`src/rtl/trace_reader_if.sv`:
```
// Port bundle for trace_reader: request/status signals, the trace buffer read port and
// the 1-bit serial debug stream. "slave" is the reader's view, "master" the surroundings.
interface trace_reader_if #(
  parameter int Fpay  = 32,
  parameter int CNT_W = 10
);
  logic             start;
  logic [CNT_W-1:0] word_cnt;
  logic [CNT_W-1:0] avail;
  logic             tb_rd_en;
  logic [Fpay-1:0]  tb_dout;
  logic             tdo;
  logic             tdo_valid;
  logic             tdo_ready;
  logic             busy;
  logic             done;
  logic             underrun;

  modport slave (
    input  start, word_cnt, avail, tb_dout, tdo_ready,
    output tb_rd_en, tdo, tdo_valid, busy, done, underrun
  );

  modport master (
    output start, word_cnt, avail, tb_dout, tdo_ready,
    input  tb_rd_en, tdo, tdo_valid, busy, done, underrun
  );
endinterface

```
`src/rtl/trace_reader.sv`:
```
// Trace buffer unload engine: reads one word at a time from the trace buffer and shifts
// it out LSB-first on a valid/ready serial stream, repeating for the requested word count.
module trace_reader #(
  parameter int Fpay  = 32,
  parameter int CNT_W = 10
) (
  input logic          clk,
  input logic          reset,
  trace_reader_if.slave bus
);

  localparam int               BIT_W    = (Fpay > 1) ? $clog2(Fpay) : 1;
  localparam logic [BIT_W-1:0] LAST_BIT = BIT_W'(Fpay - 1);

  typedef enum logic [2:0] {
    IDLE,
    REQ,
    LAT,
    SHIFT,
    FIN
  } state_t;

  state_t           state;
  state_t           state_nxt;
  logic [CNT_W-1:0] rem;
  logic [Fpay-1:0]  shreg;
  logic [BIT_W-1:0] bit_cnt;
  logic             underrun_q;

  logic             xfer;
  logic             last_bit;

  // A bit leaves only while the word is being presented and the consumer accepts it.
  assign xfer     = (state == SHIFT) && bus.tdo_ready;
  assign last_bit = xfer && (bit_cnt == LAST_BIT);

  // State register; reset abandons any partially shifted word.
  // NOTE: sequential state uses non-blocking assignments so every register samples pre-edge values.
  always_ff @(posedge clk or negedge reset) begin
    if (!reset) begin
      state <= IDLE;
    end else begin
      state <= state_nxt;
    end
  end

  // Next-state decode and all handshake/status outputs (Moore outputs except the read strobe).
  // NOTE: every output gets a default first so no path through the case infers a latch.
  always_comb begin
    state_nxt     = state;
    bus.tb_rd_en  = 1'b0;
    bus.tdo_valid = 1'b0;
    bus.tdo       = 1'b0;
    bus.busy      = (state != IDLE);
    bus.done      = 1'b0;
    bus.underrun  = underrun_q;
    unique case (state)
      IDLE: begin
        if (bus.start) begin
          state_nxt = (bus.word_cnt == '0) ? FIN : REQ;
        end
      end
      REQ: begin
        // An empty buffer ends the request without ever strobing a read.
        if (bus.avail == '0) begin
          state_nxt = FIN;
        end else begin
          bus.tb_rd_en = 1'b1;
          state_nxt    = LAT;
        end
      end
      LAT: begin
        state_nxt = SHIFT;
      end
      SHIFT: begin
        bus.tdo_valid = 1'b1;
        bus.tdo       = shreg[0];
        if (last_bit) begin
          // rem still holds the pre-decrement count here, so 1 means this was the last word.
          state_nxt = (rem <= CNT_W'(1)) ? FIN : REQ;
        end
      end
      FIN: begin
        bus.done  = 1'b1;
        state_nxt = IDLE;
      end
      default: begin
        state_nxt = IDLE;
      end
    endcase
  end

  // Datapath: remaining-word count, shift register, bit counter and sticky underrun flag.
  always_ff @(posedge clk or negedge reset) begin
    if (!reset) begin
      rem        <= '0;
      shreg      <= '0;
      bit_cnt    <= '0;
      underrun_q <= 1'b0;
    end else begin
      unique case (state)
        IDLE: begin
          if (bus.start) begin
            rem        <= bus.word_cnt;
            underrun_q <= 1'b0;
          end
        end
        REQ: begin
          if (bus.avail == '0) begin
            underrun_q <= 1'b1;
          end
        end
        LAT: begin
          shreg   <= bus.tb_dout;
          bit_cnt <= '0;
        end
        SHIFT: begin
          if (xfer) begin
            shreg   <= shreg >> 1;
            bit_cnt <= bit_cnt + BIT_W'(1);
            if (last_bit && (rem != '0)) begin
              rem <= rem - CNT_W'(1);
            end
          end
        end
        default: begin
        end
      endcase
    end
  end

endmodule
```
`src/flat_wrapper.sv`:
```
// flat-port wrapper written by rule: the top's interface ports become plain ports
module trace_reader_flat 
#(
  parameter int Fpay  = 32,
  parameter int CNT_W = 10
)
  (clk, reset, bus_start, bus_word_cnt, bus_avail, bus_tb_dout, bus_tdo_ready, bus_tb_rd_en, bus_tdo, bus_tdo_valid, bus_busy, bus_done, bus_underrun);
  trace_reader_if #(.Fpay(Fpay), .CNT_W(CNT_W)) bus_i ();
  input logic clk;
  input logic reset;
  input wire logic [$bits(bus_i.start)-1:0] bus_start;
  input wire logic [$bits(bus_i.word_cnt)-1:0] bus_word_cnt;
  input wire logic [$bits(bus_i.avail)-1:0] bus_avail;
  input wire logic [$bits(bus_i.tb_dout)-1:0] bus_tb_dout;
  input wire logic [$bits(bus_i.tdo_ready)-1:0] bus_tdo_ready;
  output wire logic [$bits(bus_i.tb_rd_en)-1:0] bus_tb_rd_en;
  output wire logic [$bits(bus_i.tdo)-1:0] bus_tdo;
  output wire logic [$bits(bus_i.tdo_valid)-1:0] bus_tdo_valid;
  output wire logic [$bits(bus_i.busy)-1:0] bus_busy;
  output wire logic [$bits(bus_i.done)-1:0] bus_done;
  output wire logic [$bits(bus_i.underrun)-1:0] bus_underrun;
  assign bus_i.start = bus_start;
  assign bus_i.word_cnt = bus_word_cnt;
  assign bus_i.avail = bus_avail;
  assign bus_i.tb_dout = bus_tb_dout;
  assign bus_i.tdo_ready = bus_tdo_ready;
  assign bus_tb_rd_en = bus_i.tb_rd_en;
  assign bus_tdo = bus_i.tdo;
  assign bus_tdo_valid = bus_i.tdo_valid;
  assign bus_busy = bus_i.busy;
  assign bus_done = bus_i.done;
  assign bus_underrun = bus_i.underrun;
  trace_reader #(.Fpay(Fpay), .CNT_W(CNT_W)) u_core (.clk(clk), .reset(reset), .bus(bus_i));
endmodule
```
`config.mk`:
```
export PLATFORM = sky130hd
export DESIGN_NAME = trace_reader_flat
export DESIGN_NICKNAME = d
export VERILOG_FILES = /design/src/rtl/trace_reader_if.sv /design/src/rtl/trace_reader.sv /design/src/flat_wrapper.sv
export SDC_FILE = /design/constraint.sdc
export NUM_CORES = 1
export LEC_CHECK = 0
export ABC_AREA = 1
export CAP_MARGIN = 20
export CORE_ASPECT_RATIO = 1.5
export CORE_MARGIN = 2
export CORE_UTILIZATION = 56
export DETAILED_ROUTE_END_ITERATION = 7
export HOLD_SLACK_MARGIN = 0.12
export PLACE_DENSITY = 0.92
export SLEW_MARGIN = 15
export SYNTH_ARGS = -nofsm -noshare
export SYNTH_HDL_FRONTEND = slang
export SYNTH_SLANG_ARGS = --single-unit
export TNS_END_PERCENT = 20
```
`constraint.sdc`:
```
create_clock -name clk -period 4.7 [get_ports clk]
set_clock_uncertainty 0.15 [all_clocks]
set_input_delay 0.94 -clock clk [delete_from_list [all_inputs] [get_ports clk]]
set_output_delay 0.94 -clock clk [all_outputs]
set_load 0.05 [all_outputs]
```
==> flow_metrics.tcl <==
set metrics [dict create \
    tns_ns 0 \
    clk_latency_ns 0.31 \
    syn_inst 388 \
    die-area_um2 6275 \
    layout_commonest_cell "nand2_1" \
    yosys_warnings 0 \
    wire_per_inst_um 12.32 \
    io_buffer_count 61 \
    io_pins 62 \
    slowest_delay_ns 0.82 \
    mostFrequentLayoutCells "nand2_1 (117), clkdlybuf4s50_1 (60), inv_1 (54), dfrtp_1 (51), nor2_1 (37)" \
    cp.arrival_ns 2.52 \
    synth-seq-cells 51 \
    routed_wl_um 6319 \
    outcome "complete, no violations" \
    ctsResizeCount 0 \
    post-dp-hpwl_um 4537 \
    row_count 33 \
    fmax_mhz 277.3 \
    yosysSeqAreaShare_pct 40.36 \
    min_period_over_period_pct 76.72 \
    cts_htree_levels 2 \
    area_delta_synth_final_pct 21.37 \
    final_util_pct 70.41 \
    antenna_found_initial 0 \
    post-route-min-period_ns 3.606 \
    critPathRequiredTime_ns 3.61 \
    whs_ns 0.3529 \
    routed_via_density 5.138 \
    dieHeight_um 96.03 \
    synth_area_leaders "dfrtp_1 (40%), nand2_1 (14%), o211ai_2 (10%), o21ai_2 (7.2%), inv_1 (6.4%)" \
    syn_avg_cell_area_um2 8.149 \
    drive_above_1_share_pct 17.16 \
    r2r_start "u_core.state[0]" \
    gr-total-overflow 0 \
    cts_sinks 51 \
    n_fill_cell 445 \
    hp-start "u_core.bus.underrun" \
    synthesis.nets 449 \
    maxCapViolCount 0 \
    drcViolationCount 0 \
    cts_buffer_depth 2 \
    synth_area_leader_cell "dfrtp_1" \
    grt_start_max_net_pins 74 \
    grt_use_total_pct 23.01 \
    crit_path_start_kind "input port" \
    clkTransAtPathRegs_ns 0.10 \
    detail-route-antenna-nets 0 \
    p_per_area_nw_per_um2 651.4 \
    first_iter_violations 140 \
    die_width_um 65.35 \
    synth.top_cell.area_share_pct 40.36 \
    grt_pass1_wl_um 11320 \
    cts_tree "built" \
    clockRootBuffer "clkbuf_8" \
    ir_drop_uv 483.2 \
    hold_path.class "flip-flop to flip-flop" \
    rsz0062_at_grt "false" \
    synth_area_um2 3162 \
    p_leak_nw 1.844 \
    multi_input_area_um2 1516 \
    ys_types 32 \
    cts_inserted_buffers 5 \
    setup_viol 0 \
    core_area_um2 5450 \
    critPathKind "input port to output pin" \
    worst_pin_slew_ns 0.8556 \
    slew-limit-headroom_pct 42.96 \
    grt_pass1_vias 2624 \
    worst_path_most_repeated_cell "nor2_1" \
    endpoint_kind "output pin" \
    crit_start "bus_avail[3]" \
    nets 503 \
    first_pass_iters 4 \
    final_max_slew_viol_count 0 \
    worst-path-max-fanout 2 \
    path_delay_family "buffers and inverters" \
    place_congestion 0.8853 \
    worst-path-buf-inv 2 \
    start_util_pct 58.01 \
    ctsHoldBuffers 0 \
    ff_latch_area_um2 1276 \
    vias 2636 \
    post_cts_buffers 0 \
    cp_cell_sequence "clkdlybuf4s50_1, nor2_1, nand3_1, nor2_1, nor2_1, clkdlybuf4s50_1" \
    num_antenna_cells 0 \
    cpMaxStageDelayCell "clkdlybuf4s50_1" \
    hold_viol_final 0 \
]
==> state kept, by name, indices dropped and copies added (netlist names) <==
name / cells
u_core.bit_cnt: 5
u_core.rem: 10
u_core.bus.underrun: 1
u_core.shreg: 32
u_core.state: 3
==> per-layer routing <==
| metal | GRT usage, % | wire, um | up-vias | part of all wire (%) |
|---|---|---|---|---|
| met1 | 28.06 | 2609 | 1225 | 41 |
| li1 | - | - | 1346 | - |
| met5 | 0 | 0 | - | 0 |
| met4 | 7.292 | 133 | 0 | 2.1 |
| met2 | 41.92 | 3361 | 53 | 53 |
| met3 | 2.924 | 215 | 12 | 3.4 |
==> cell usage after synthesis (all sizes together) <==
library cell / count
clkbuf: 1
buf: 15
or2: 1
o21ai: 43
dfrtp: 51
clkinv: 1
nand4: 1
a31oi: 1
nor3: 2
ha: 5
nor2: 40
a21oi: 4
nand3: 13
inv: 57
a22o: 2
nand2: 119
mux2i: 1
o211ai: 31
==> power by group <==
| part | leakage, nW | internal, mW | switching (mW) |
|---|---|---|---|
| sequential | 0.630 | 0.646 | 0.108 |
| combinational | 1.16 | 0.502 | 0.929 |
| clock | 0.0548 | 0.161 | 0.154 |
| total | 1.84 | 1.31 | 1.19 |
==> cell families (layout without fill, tap and decap cells) <==
logic type / after synthesis / after routing / synth area share [%]
AOI/OAI and AO/OA: 81 / 81 / 23.11
and+or+nand+nor: 176 / 176 / 22.56
DFF: 51 / 51 / 40.36
muxes: 1 / 1 / 0.3166
buffers and inverters: 74 / 129 / 11.67
adders and majority gates: 5 / 5 / 1.979
==> metrics by stage <==
| stage | setup slack (ns) | instance area (um2) | power [mW] | instances |
|---|---|---|---|---|
| floorplan | 1.855 | 3162 | 2.024 | 388 |
| global placement | 1.111 | 3722 | 2.129 | 505 |
| detailed placement | 1.094 | 3722 | 2.197 | 505 |
| CTS | 1.082 | 3837 | 2.518 | 513 |
| global route | 1.010 | 3837 | 2.742 | 513 |
| finish | 1.094 | 3837 | 2.500 | 513 |
==> layout make-up <==
cell class              count  share of cell area [%]
flip-flops and latches     51                   33.26
well taps                  70                   2.282
clock inverters             3                   1.206
clock buffers               5                   1.793
inverters                  58                   5.771
multi-input cells         263                   39.52
repair buffers             63                   16.17
==> path summary, 6_finish.rpt <==
path,to,depth (start not counted),slack (ns)
setup / recovery,bus_tb_rd_en,6,1.09
hold / removal,u_core.bus.underrun,2,0.35
setup reg to reg,u_core.state[0],8,2.28
hold reg to reg,u_core.bus.underrun,2,0.35
max in group asynchronous,u_core.bit_cnt[3],2,3.40
min in group asynchronous,u_core.shreg[5],2,0.58
==> worst reg2reg max path, delay by kind of cell, from the launching register on <==
family          cells  cell delay [ns]
buf+inv             2             0.78
compound gates      2             0.33
simple gates        4             0.54
flops               1             0.50
(Power assumes the default switching activity.)
